<file path="src/rtl/cpu_pkg.sv">
// ---------------------------------------------------------------------------
// cpu_pkg
// Shared definitions for the 16-bit CPU pipeline: opcode constants, the
// sign-extension select encoding, the IF/ID FSM state encoding, and the
// opcode decode helper used by the IF/ID stage.
// ---------------------------------------------------------------------------
package cpu_pkg;

   localparam logic [3:0] OP_ALU  = 4'h0;
   localparam logic [3:0] OP_BGT  = 4'h4;
   localparam logic [3:0] OP_BEQ  = 4'h5;
   localparam logic [3:0] OP_BLT  = 4'h6;
   localparam logic [3:0] OP_LW   = 4'h8;
   localparam logic [3:0] OP_SW   = 4'hB;
   localparam logic [3:0] OP_JMP  = 4'hC;
   localparam logic [3:0] OP_HALT = 4'hF;

   // Sign-extend select consumed by the downstream sign extender.
   typedef enum logic [1:0] {
      EXS_IMM8 = 2'd0,   // imm[7:0]
      EXS_HI4  = 2'd1,   // imm[7:4]
      EXS_LO4  = 2'd2    // imm[3:0]
   } ex_sign_e;

   typedef enum logic {
      ST_RUN    = 1'b0,
      ST_HALTED = 1'b1
   } state_e;

   typedef struct packed {
      logic     legal;
      logic     reg_write;
      logic     mem_read;
      logic     mem_write;
      logic     branch;
      logic     jump;
      logic     is_halt;
      logic     uses_rs2;
      ex_sign_e ex_sign;
   } ctrl_t;

   // Raw (ungated) control decode of a 4-bit opcode.
   function automatic ctrl_t decode_op(input logic [3:0] op);
      ctrl_t c;
      c = '{legal: 1'b0, reg_write: 1'b0, mem_read: 1'b0, mem_write: 1'b0,
            branch: 1'b0, jump: 1'b0, is_halt: 1'b0, uses_rs2: 1'b0,
            ex_sign: EXS_IMM8};
      case (op)
         OP_ALU: begin
            c.legal     = 1'b1;
            c.reg_write = 1'b1;
            c.uses_rs2  = 1'b1;
         end
         OP_LW: begin
            c.legal     = 1'b1;
            c.mem_read  = 1'b1;
            c.reg_write = 1'b1;
            c.ex_sign   = EXS_LO4;
         end
         OP_SW: begin
            // Store data comes from rs1, which the hazard check always covers.
            c.legal     = 1'b1;
            c.mem_write = 1'b1;
            c.ex_sign   = EXS_LO4;
         end
         OP_BGT, OP_BEQ, OP_BLT: begin
            c.legal    = 1'b1;
            c.branch   = 1'b1;
            c.uses_rs2 = 1'b1;
            c.ex_sign  = EXS_HI4;
         end
         OP_JMP: begin
            c.legal = 1'b1;
            c.jump  = 1'b1;
         end
         OP_HALT: begin
            c.legal   = 1'b1;
            c.is_halt = 1'b1;
         end
         default: ;
      endcase
      return c;
   endfunction

endpackage

</file>
<file path="src/rtl/hazard_unit.sv">
// ---------------------------------------------------------------------------
// hazard_unit
// Combinational load-use hazard detector.
//   rs1, rs2     : source register addresses of the instruction in ID
//   uses_rs2     : the ID instruction actually reads rs2
//   id_valid     : ID holds a real (non-bubble) instruction
//   ex_mem_read  : the instruction in ID/EX is a load
//   ex_rd        : destination register of the instruction in ID/EX
//   hazard       : ID must stall one cycle behind the load
// ---------------------------------------------------------------------------
module hazard_unit
   import cpu_pkg::*;
(
   input  logic [3:0] rs1,
   input  logic [3:0] rs2,
   input  logic       uses_rs2,
   input  logic       id_valid,
   input  logic       ex_mem_read,
   input  logic [3:0] ex_rd,
   output logic       hazard
);

   logic w_rs1_match;
   logic w_rs2_match;

   assign w_rs1_match = (rs1 == ex_rd);
   assign w_rs2_match = uses_rs2 && (rs2 == ex_rd);
   assign hazard      = ex_mem_read && id_valid && (w_rs1_match || w_rs2_match);

endmodule

</file>
<file path="src/rtl/if_id_decode.sv">
// ---------------------------------------------------------------------------
// if_id_decode
// IF/ID pipeline register plus instruction decoder, load-use stall, branch
// flush and HALT handling.
//   clk, rst            : clock, asynchronous active-high reset
//   if_instr, if_valid  : instruction from fetch
//   branch_taken        : flush IF/ID (taken branch/jump resolved in EX)
//   ex_mem_read, ex_rd  : load in ID/EX and its destination register
//   stall_if            : hold PC and fetch
//   id_valid            : decoded outputs are a real instruction
//   opcode/rs1/rs2/func/imm/ex_sign : decoded fields
//   reg_write/mem_read/mem_write/branch/jump : datapath control
//   halted, illegal     : HALT reached, unknown opcode in ID
// ---------------------------------------------------------------------------
module if_id_decode
   import cpu_pkg::*;
#(
   parameter logic [15:0] NOP_INSTR = 16'h0000
) (
   input  logic        clk,
   input  logic        rst,
   input  logic [15:0] if_instr,
   input  logic        if_valid,
   input  logic        branch_taken,
   input  logic        ex_mem_read,
   input  logic [3:0]  ex_rd,
   output logic        stall_if,
   output logic        id_valid,
   output logic [3:0]  opcode,
   output logic [3:0]  rs1,
   output logic [3:0]  rs2,
   output logic [3:0]  func,
   output logic [7:0]  imm,
   output logic [1:0]  ex_sign,
   output logic        reg_write,
   output logic        mem_read,
   output logic        mem_write,
   output logic        branch,
   output logic        jump,
   output logic        halted,
   output logic        illegal
);

   state_e      r_state;
   state_e      w_state_d;
   logic [15:0] r_instr;
   logic        r_valid;
   logic [15:0] w_instr_d;
   logic        w_valid_d;

   ctrl_t       w_ctrl;
   logic        w_run;
   logic        w_pre_valid;
   logic [3:0]  w_rs2;
   logic        w_hazard;
   logic        w_id_valid;

   assign w_ctrl = decode_op(r_instr[15:12]);
   assign w_run  = (r_state == ST_RUN);

   // Validity before the hazard check; the stall itself turns ID into a bubble.
   assign w_pre_valid = r_valid && w_ctrl.legal && w_run;

   // Branches compare against instr[3:0]; instr[7:4] carries their offset.
   assign w_rs2 = w_ctrl.branch ? r_instr[3:0] : r_instr[7:4];

   hazard_unit u_hazard (
      .rs1         (r_instr[11:8]),
      .rs2         (w_rs2),
      .uses_rs2    (w_ctrl.uses_rs2),
      .id_valid    (w_pre_valid),
      .ex_mem_read (ex_mem_read),
      .ex_rd       (ex_rd),
      .hazard      (w_hazard)
   );

   assign w_id_valid = w_pre_valid && !w_hazard;

   // Next-state and IF/ID register update.
   always_comb begin
      w_state_d = r_state;
      w_instr_d = r_instr;
      w_valid_d = r_valid;

      if (w_run && w_id_valid && w_ctrl.is_halt && !branch_taken) begin
         w_state_d = ST_HALTED;
      end

      if (branch_taken || !w_run) begin
         w_instr_d = NOP_INSTR;
         w_valid_d = 1'b0;
      end else if (!w_hazard) begin
         w_instr_d = if_instr;
         w_valid_d = if_valid;
      end
   end

   always_ff @(posedge clk or posedge rst) begin
      if (rst) begin
         r_state <= ST_RUN;
      end else begin
         r_state <= w_state_d;
      end
   end

   always_ff @(posedge clk or posedge rst) begin
      if (rst) begin
         r_instr <= NOP_INSTR;
         r_valid <= 1'b0;
      end else begin
         r_instr <= w_instr_d;
         r_valid <= w_valid_d;
      end
   end

   assign stall_if  = w_hazard || !w_run;
   assign halted    = !w_run;
   assign id_valid  = w_id_valid;
   assign illegal   = r_valid && w_run && !w_ctrl.legal;

   assign opcode    = r_instr[15:12];
   assign rs1       = r_instr[11:8];
   assign rs2       = w_rs2;
   assign func      = r_instr[3:0];
   assign imm       = r_instr[7:0];
   assign ex_sign   = w_ctrl.ex_sign;

   assign reg_write = w_id_valid && w_ctrl.reg_write;
   assign mem_read  = w_id_valid && w_ctrl.mem_read;
   assign mem_write = w_id_valid && w_ctrl.mem_write;
   assign branch    = w_id_valid && w_ctrl.branch;
   assign jump      = w_id_valid && w_ctrl.jump;

endmodule

</file>
<file path="config.mk">
export PLATFORM = sky130hd
export DESIGN_NAME = if_id_decode
export DESIGN_NICKNAME = d
export VERILOG_FILES = /design/src/rtl/cpu_pkg.sv /design/src/rtl/hazard_unit.sv /design/src/rtl/if_id_decode.sv
export SDC_FILE = /design/constraint.sdc
export NUM_CORES = 1
export LEC_CHECK = 0
export BUFFER_PORTS_ARGS = -buffer_cell sky130_fd_sc_hd__buf_4
export CAP_MARGIN = 20
export CORE_MARGIN = 5
export CORE_UTILIZATION = 47
export DETAILED_ROUTE_END_ITERATION = 6
export PLACE_DENSITY = 0.88
export SLEW_MARGIN = 40
export SYNTH_ARGS = -nofsm -noshare
export SYNTH_HDL_FRONTEND = slang
export SYNTH_HIERARCHICAL = 1
export SYNTH_SLANG_ARGS = --single-unit
</file>
<file path="constraint.sdc">
create_clock -name clk -period 4.35 [get_ports clk]
set_clock_uncertainty 0.05 [all_clocks]
set_input_delay 0.87 -clock clk [delete_from_list [all_inputs] [get_ports clk]]
set_output_delay 0.87 -clock clk [all_outputs]
set_load 0.03 [all_outputs]
</file>
### Word-level counts from Yosys, hierarchy flattened

Cells that the tools add are included.

* equal/unequal tests: 10
* muxes and demuxes: 14
* bitwise operators: 1
* reduce and logical (&&, ||, !) cells: 28

Operators with widths (count)
* 16-bit two-way mux: 2
* 4-bit == test (second input constant): 4
* 1-bit logical AND: 16
* 4-bit by 3-bit == test with 1-bit output (second input constant): 3
* 1-bit two-way mux: 10
* 4-bit == test: 2
* 8-bit OR reduction: 1
* 4-bit logical NOT: 1
* 4-bit two-way mux: 1
* 2-bit case mux with 2 select lines: 1
* 2-bit OR reduction: 2
* 4-bit OR reduction: 1
* 1-bit logical NOT: 3
* 1-bit logical OR: 3
* 3-bit OR reduction: 1
* 2-bit by 1-bit != test with 1-bit output (second input constant): 1
* 1-bit NOT: 1

* register bits after elaboration: 18
* bits of input ports: 25
* output and inout bits: 35

### Longest topological paths before layout

Gate-level depths: netlist (run 1).

* word-level depth: 13
* depth in mapped cells: 11

### Cells and area by module

Netlist (run 1), hierarchy kept.

Modules (own cells, without submodules)
* if_id_decode: instances 1, cells each 97, area an instance 1001.0 µm²
* hazard_unit: instances 1, cells each 12, area an instance 103.8 µm²

### Least setup slack after synthesis (run 1)

Ideal clock, no wire load.

* path type: reg2out
* start: register r_instr[13]
* end: output port reg_write
* data arrival time: 2.604 ns
* setup slack: 0.826 ns
* stages on the path, launching flop included: 11
* path buffers: 1
* cell sequence: dfrtp_1 > clkbuf_2 > nand2_2 > nand2_4 > mux2_4 > xnor2_1 > nand4_1 > o41ai_2 > nor3b_1 > nand2b_1 > nor3_1

* cells in the longest elaborated chain, start to end: 11
* elaborated cells between the ends (all ways): 27

RTL lines
* start: declaration: RTL line if_id_decode.sv:46 `logic [15:0] r_instr;`
* start signal: assignment: RTL line if_id_decode.sv:111 `r_instr <= w_instr_d;`
* 4-bit by 3-bit == test with 1-bit output: RTL line cpu_pkg.sv:48 `case (op)`
* 3-bit OR reduction *
* 1-bit two-way mux *: RTL line cpu_pkg.sv:48
* 4-bit two-way mux *: RTL line if_id_decode.sv:65 `assign w_rs2 = w_ctrl.branch ? r_instr[3:0] : r_instr[7:4];`
* via rs2[1]: RTL line if_id_decode.sv:31 `output logic [3:0] rs2,`
* 4-bit == test *: RTL line hazard_unit.sv:27 `assign w_rs2_match = uses_rs2 && (rs2 == ex_rd);`
* 1-bit logical AND *: RTL line hazard_unit.sv:27
* 1-bit logical OR *: RTL line hazard_unit.sv:28 `assign hazard = ex_mem_read && id_valid && (w_rs1_match || w_rs2_match);`
* 1-bit logical AND *: RTL line hazard_unit.sv:28
* via w_hazard: RTL line if_id_decode.sv:55 `logic w_hazard;`
* 1-bit logical NOT *
* 1-bit logical AND *: RTL line if_id_decode.sv:77 `assign w_id_valid = w_pre_valid && !w_hazard;`
* 1-bit logical AND *: RTL line if_id_decode.sv:128 `assign reg_write = w_id_valid && w_ctrl.reg_write;`
* end: declaration: RTL line if_id_decode.sv:35 `output logic reg_write,`

The timed path passes the listed nets; every way through them passes the cells marked *.

### Worst setup path in the final report (run 1)

* start: register r_instr[14]
* end: output port reg_write

* cells in the longest elaborated chain, start to end: 11
* elaborated cells between the ends (all ways): 27

RTL lines (RTL line)
* 4-bit by 3-bit == test with 1-bit output: cpu_pkg.sv:48
* 3-bit OR reduction
* 1-bit two-way mux: cpu_pkg.sv:48
* 4-bit two-way mux: if_id_decode.sv:65
* 4-bit == test: hazard_unit.sv:27
* 1-bit logical AND: hazard_unit.sv:27
* 1-bit logical OR: hazard_unit.sv:28
* 1-bit logical AND *: hazard_unit.sv:28
* via w_hazard: if_id_decode.sv:55
* 1-bit logical NOT *
* 1-bit logical AND *: if_id_decode.sv:77
* 1-bit logical AND *: if_id_decode.sv:128

Marked as above.

==> summary.txt, run 1 <==
Global routing
  • Total gr overflow: 0
  • Vias in the first global route: 985
  • First-pass GRT wire length: 4620 µm
  • Initial antenna violation count: 0
  • Largest net degree at the start of global routing: 19
  • Gr usage total: 17.5%

Power
  • VDD IR max: 0.162 mV
  • Clock share of power: 35.2%
  • Sw Ratio: 22.6%
  • Internal Power: 0.000236 W
  • NetSw: 0.0000690 W
  • PwrDens: 195 mW/mm²
  • Comb power frac: 10.0%
  • Part of the power in registers: 54.8%
  • Power consumption: 0.000305 W
  • Static leakage power: 0.802 nW

Clock network
  • CTS Buffer Depth: 2
  • Worst-Skew Late Latency: 0.30 ns
  • Clk pin slew, worst setup/hold paths: 0.11 ns
  • Cts hold-fix bufs: 0
  • TritonCTS Buffers: 3
  • CTS sink cnt: 18
  • Setup Fix Bufs, Post-CTS: 0
  • CTS tree: built
  • Clock root buffer master: clkbuf_4
  • Cts repair resizes: 0
  • CTS H-tree lvls: 1

Worst setup path
  • Critical path class: flip-flop to primary output
  • Startpoint Class: flip-flop
  • Endpoint class of the critical path: primary output
  • Req. time, crit path: 3.43 ns
  • Reg2reg start: r_instr[14]
  • Critical path arrival: 2.87 ns
  • CP peak stage delay: 0.60 ns
  • Setup crit start: r_instr[14]
  • R2R setup slack: 1.48 ns
  • Reg-to-reg critical path endpoint: r_instr[3]
  • Reg2Reg Depth: 9
  • Slowest stage cell, crit path: o41ai_4
  • Cell Chain, Critical Path: nor2b_4, nand2_4, mux2_4, xnor2_1, nand4_1, o41ai_4, nor3b_1, nand2b_1, nor3_1, buf_4
  • Worst Setup EP: reg_write
  • Worst Path Max Fanout: 9

Routing
  • Highest metal used: met3
  • DR WL met3: 237 µm
  • Drt drc: 0
  • Wire length on met2: 1540 µm
  • Wire per inst: 15.6 µm
  • Number of detailed-route iterations in the first pass: 4
  • Vias per inst: 5.09
  • Number of routed nets with antenna violations: 0
  • Total Wirelength: 2960 µm
  • Met1 wire length: 1190 µm
  • DR vias: 967
  • Iter 0 DRT Violations: 15

Synthesis
  • Synth Register Bits: 18
  • Cell variety after synth: 27
  • Sequential share of the synthesized area: 40.8%
  • Yosys warns: 6
  • Top cells by area, synth: dfrtp_1 (41%), mux2i_1 (15%), nor2_1 (8.2%)
  • Mapped Cells: 109
  • EDFF count, synth: 0
  • Synth top area share: 40.8%
  • Syn_nets: 134
  • Synth area leader: dfrtp_1
  • Ys async rst share: 100%
  • Synthesized cell area: 0.00110 mm²
  • Syn Area/Cell: 10.1 µm²
  • Ys flop type: dfrtp_1

STA
  • Fmax: 264 MHz
  • RSZ-0062 raised after global routing: no
  • Worst setup margin: 0.563 ns
  • Final setup fails: 0
  • Setup TNS: 0 ns
  • Fin crit period: 3.79 ns
  • Tcrit/Tclk final: 87.1%
  • Slew margin rel.: 53.1%
  • Slew of the pin with the lowest slew margin: 0.703 ns
  • Final Max Slew Viols: 0
  • Final Hold Fails: 0

Place
  • Buffers on Ports: 59
  • Setup WS pre-CTS: 0.940 ns
  • Routability cong.: 0.834
  • Post-DP HPWL: 2360 µm

Run
  • Max-Cap Viols: 0

Cells and area
  • Ant diodes: 0
  • Fin util: 70.0%
  • Post-layout net count: 188
  • Area Overhead vs Synth: 41.4%
  • Commonest non-fill, non-tap cells in the layout: buf_4 (60), nor2_1 (24), dfrtp_1 (18)
  • Layout cell share with drive strength beyond 1: 45.7%
  • Most common cell after layout, fill and taps aside: buf_4

Floorplanning
  • Rows: 17
  • Initial Utilization: 49.5%
  • Die Ht: 58.5 µm
  • Die area: 0.00342 mm²
  • Core area: 0.00223 mm²
  • Io pins: 60
  • Die W: 58.5 µm

Run status
  • Outcome: finished, final reports clean

Hold path
  • HP Class: flip-flop to flip-flop
-- cell usage after synthesis (2+ instances only) --
master / n
inv_1: 3
dfrtp_1: 18
and3_1: 2
mux2_4: 4
mux2i_1: 17
xor2_1: 7
nor2_1: 24
nor3b_1: 3
buf_4: 8
xnor2_1: 2
nand4_1: 2
nor3_1: 2
nand2_1: 2
buf_2: 2
-- cells by family (layout without fill, tap and decap cells) --
family                    Yosys count  count (layout)  share of synthesized area (%)
xor gates and xnor gates            9               9                           7.14
DFF                                18              18                           40.8
buffers and inverters              14              67                           7.81
AOI/OAI and AO/OA                   4               4                           3.74
muxes                              21              21                           20.8
and+or+nand+nor                    43              43                           19.7
-- worst max-delay path: cells and delay by family (launching register included) --
kind | cells | cell delay, ns
mux | 1 | 0.33
buf+inv | 1 | 0.17
flops | 1 | 0.48
xor+xnor | 1 | 0.14
simple gates | 6 | 0.85
compound gates | 1 | 0.60
-- power by group through the flow --
stage                     sequential [W]  clock [W]  combinational [W]
after floorplan                 0.000170          0         0.00000991
after CTS                       0.000167   0.000107          0.0000308
after global placement          0.000170          0          0.0000295
after global routing            0.000167   0.000114          0.0000334
after detailed placement        0.000170          0          0.0000307
final                           0.000167   0.000108          0.0000306
-- flip-flops by register name, indices dropped and copies added, names as in the netlist --
| register | cells |
|---|---|
| halted | 1 |
| r_valid | 1 |
| r_instr | 16 |
-- worst min path at each step --
stage | cells after the start | slack, ns | endpoint | startpoint
floorplan | 2 | 0.48 | r_valid | r_valid
global placement | 2 | 0.50 | r_instr[7] | r_instr[7]
detailed placement | 2 | 0.52 | r_instr[7] | r_instr[7]
CTS | 2 | 0.54 | r_instr[7] | r_instr[7]
global route | 2 | 0.58 | r_instr[7] | r_instr[7]
finish | 2 | 0.54 | r_instr[7] | r_instr[7]
-- area by class of cell --
class	count	area, µm²
Clock buffer	4	36.3
Fill cell	166	671
Inverter	3	11.3
Multi-Input combinational cell	77	579
Sequential cell	18	450
Tap cell	28	35.0
Timing Repair Buffer	60	450
-- per-layer routing --
metal,global-route usage [%],vias to the layer above
met2,30.1,40
met1,22.7,465
met4,1.32,0
met3,4.82,0
met5,0,-
li1,-,462
-- stage by stage --
stage	hold slack (ns)	area, µm²	cells
detailed placement	0.517	1530	186
finish	0.541	1560	190
global placement	0.498	1530	186
floorplan	0.482	1100	109
CTS	0.543	1560	190
global route	0.579	1560	190
Power figures use the tool's default switching activity.
==> run 2, diff against run 1 <==
PLACE_DENSITY = 0.94   (was 0.88)
==> run 2 against run 1 <==
Core utilization is the same. Clock power about the same. Setup slack gained 0.24 ns. Critical path type unchanged. Critical endpoint unchanged.
==> summary.txt, run 2 (synthesis gave the netlist of run 1 again) <==
Run status
  • Outcome: finished, final reports clean

Cells and area
  • Top reg by flops: r_instr
  • Post-route design area: 0.00156 mm²
  • Most common cell after layout, fill and taps aside: buf_4
  • Ant diodes: 0
  • Area Overhead vs Synth: 41.4%
  • Layout cell share with drive strength beyond 1: 45.7%
  • Fillers: 172
  • Commonest non-fill, non-tap cells in the layout: buf_4 (60), nor2_1 (24), dfrtp_1 (18)
  • Max reg flops: 16
  • Post-layout net count: 188

Routing
  • Vias per inst: 5.16
  • Wire per inst: 16.2 µm
  • Iter 0 DRT Violations: 13
  • Total Wirelength: 3070 µm
  • Drt drc: 0
  • Number of detailed-route iterations in the first pass: 4
  • Number of routed nets with antenna violations: 0
  • DR vias: 981

Clock network
  • Worst-Skew Late Latency: 0.30 ns
  • Cts repair resizes: 0
  • Clk pin slew, worst setup/hold paths: 0.12 ns
  • Cts hold-fix bufs: 0
  • CTS Buffer Depth: 2
  • CTS sink cnt: 18
  • Setup Fix Bufs, Post-CTS: 0
  • CTS tree: built
  • CTS H-tree lvls: 1
  • Clock root buffer master: clkbuf_4
  • TritonCTS Buffers: 3

Place
  • Post-DP HPWL: 2410 µm
  • Dpl cell area: 0.00153 mm²
  • Routability cong.: 0.816
  • Buffers on Ports: 59

Global routing
  • Total gr overflow: 0
  • Largest net degree at the start of global routing: 19
  • Vias in the first global route: 1057
  • Gr usage total: 19.4%
  • First-pass GRT wire length: 5060 µm
  • Initial antenna violation count: 0

Floorplanning
  • Initial Utilization: 49.5%
  • Die Ht: 58.5 µm
  • Core area: 0.00223 mm²
  • Io pins: 60
  • Die W: 58.5 µm
  • Rows: 17
  • Die area: 0.00342 mm²

Worst setup path
  • Worst Path Max Fanout: 7
  • Critical path arrival: 2.63 ns
  • Startpoint Class: flip-flop
  • Critical path class: flip-flop to primary output
  • Req. time, crit path: 3.43 ns
  • Endpoint class of the critical path: primary output

STA
  • Fmax: 282 MHz
  • Tcrit/Tclk final: 81.6%
  • RSZ-0062 raised after global routing: no
  • Fin crit period: 3.55 ns
  • Final Hold Fails: 0
  • WHS: 0.520 ns
  • Slew margin rel.: 54.1%
  • Final Max Slew Viols: 0
  • Final setup fails: 0
  • Setup TNS: 0 ns
  • Slew of the pin with the lowest slew margin: 0.685 ns

Power
  • VDD IR max: 0.153 mV
  • Static leakage power: 0.798 nW
  • PwrDens: 195 mW/mm²

Run
  • Max-Cap Viols: 0

Hold path
  • HP Class: input pin to async pin
-- run 2: cell count changes in the layout (fill, tap and decap cells not counted), sizes merged --
cell    before  now
clkinv       0    1
inv          3    2
-- run 2: layout make-up --
type / instances / area (µm²) / area share (%)
multi-input cells: 77 / 579 / 37.1
flip-flops and latches: 18 / 450 / 28.8
clock buffers: 4 / 36.3 / 2.32
well taps: 28 / 35.0 / 2.24
inverters: 3 / 11.3 / 0.721
repair buffers: 60 / 450 / 28.8
-- run 2: path summary, 6_finish.rpt --
path / cells after the start / startpoint / endpoint / slack, ns
worst min-delay path: 2 / rst / r_instr[5] / 0.52
min in group clk: 2 / r_instr[4] / r_instr[4] / 0.54
worst min register to register: 2 / r_instr[4] / r_instr[4] / 0.54
worst max register to register: 9 / r_instr[14] / r_instr[11] / 1.63
worst max-delay path: 10 / r_instr[14] / reg_write / 0.80
max in group asynchronous: 2 / rst / r_instr[12] / 3.38
-- run 2: metrics by stage --
stage / total power [W] / utilization, % / std cells / setup WS, ns
6_report: 0.000304 / 70.0 / 190 / 0.801
5_1_grt: 0.000317 / 70.0 / 190 / 0.608
4_1_cts: 0.000306 / 70.0 / 190 / 0.799
3_5_place_dp: 0.000201 / 68.3 / 186 / 1.19
3_3_place_gp: 0.000200 / 68.3 / 186 / 1.24
2_1_floorplan: 0.000180 / - / 109 / 0.826
-- run 2: per-layer routing --
layer	routed length (µm)	global-route usage, %	share of wire, %
met5	0	0	0
met4	64	8.61	2.1
met3	211	4.17	6.9
met2	1560	32.9	51
met1	1240	23.5	40
-- run 2: worst max-delay path, cell delays in order (launching register included) --
cell,delay (ns)
dfrtp_1,0.47
nor2b_4,0.24
nand2_4,0.11
mux2_4,0.33
xnor2_1,0.17
nand4_1,0.17
o41ai_4,0.37
nor3b_1,0.11
nand2b_1,0.13
nor3_1,0.06
buf_4,0.18
-- run 2: where the power goes --
| part | total [W] | switching (W) | leakage, nW | internal, W |
|---|---|---|---|---|
| Sequential | 0.000167 | 0 | 0.246 | 0.000167 |
| Combinational | 0.0000301 | 0.0000120 | 0.531 | 0.0000181 |
| Clock | 0.000107 | 0.0000557 | 0.0210 | 0.0000510 |
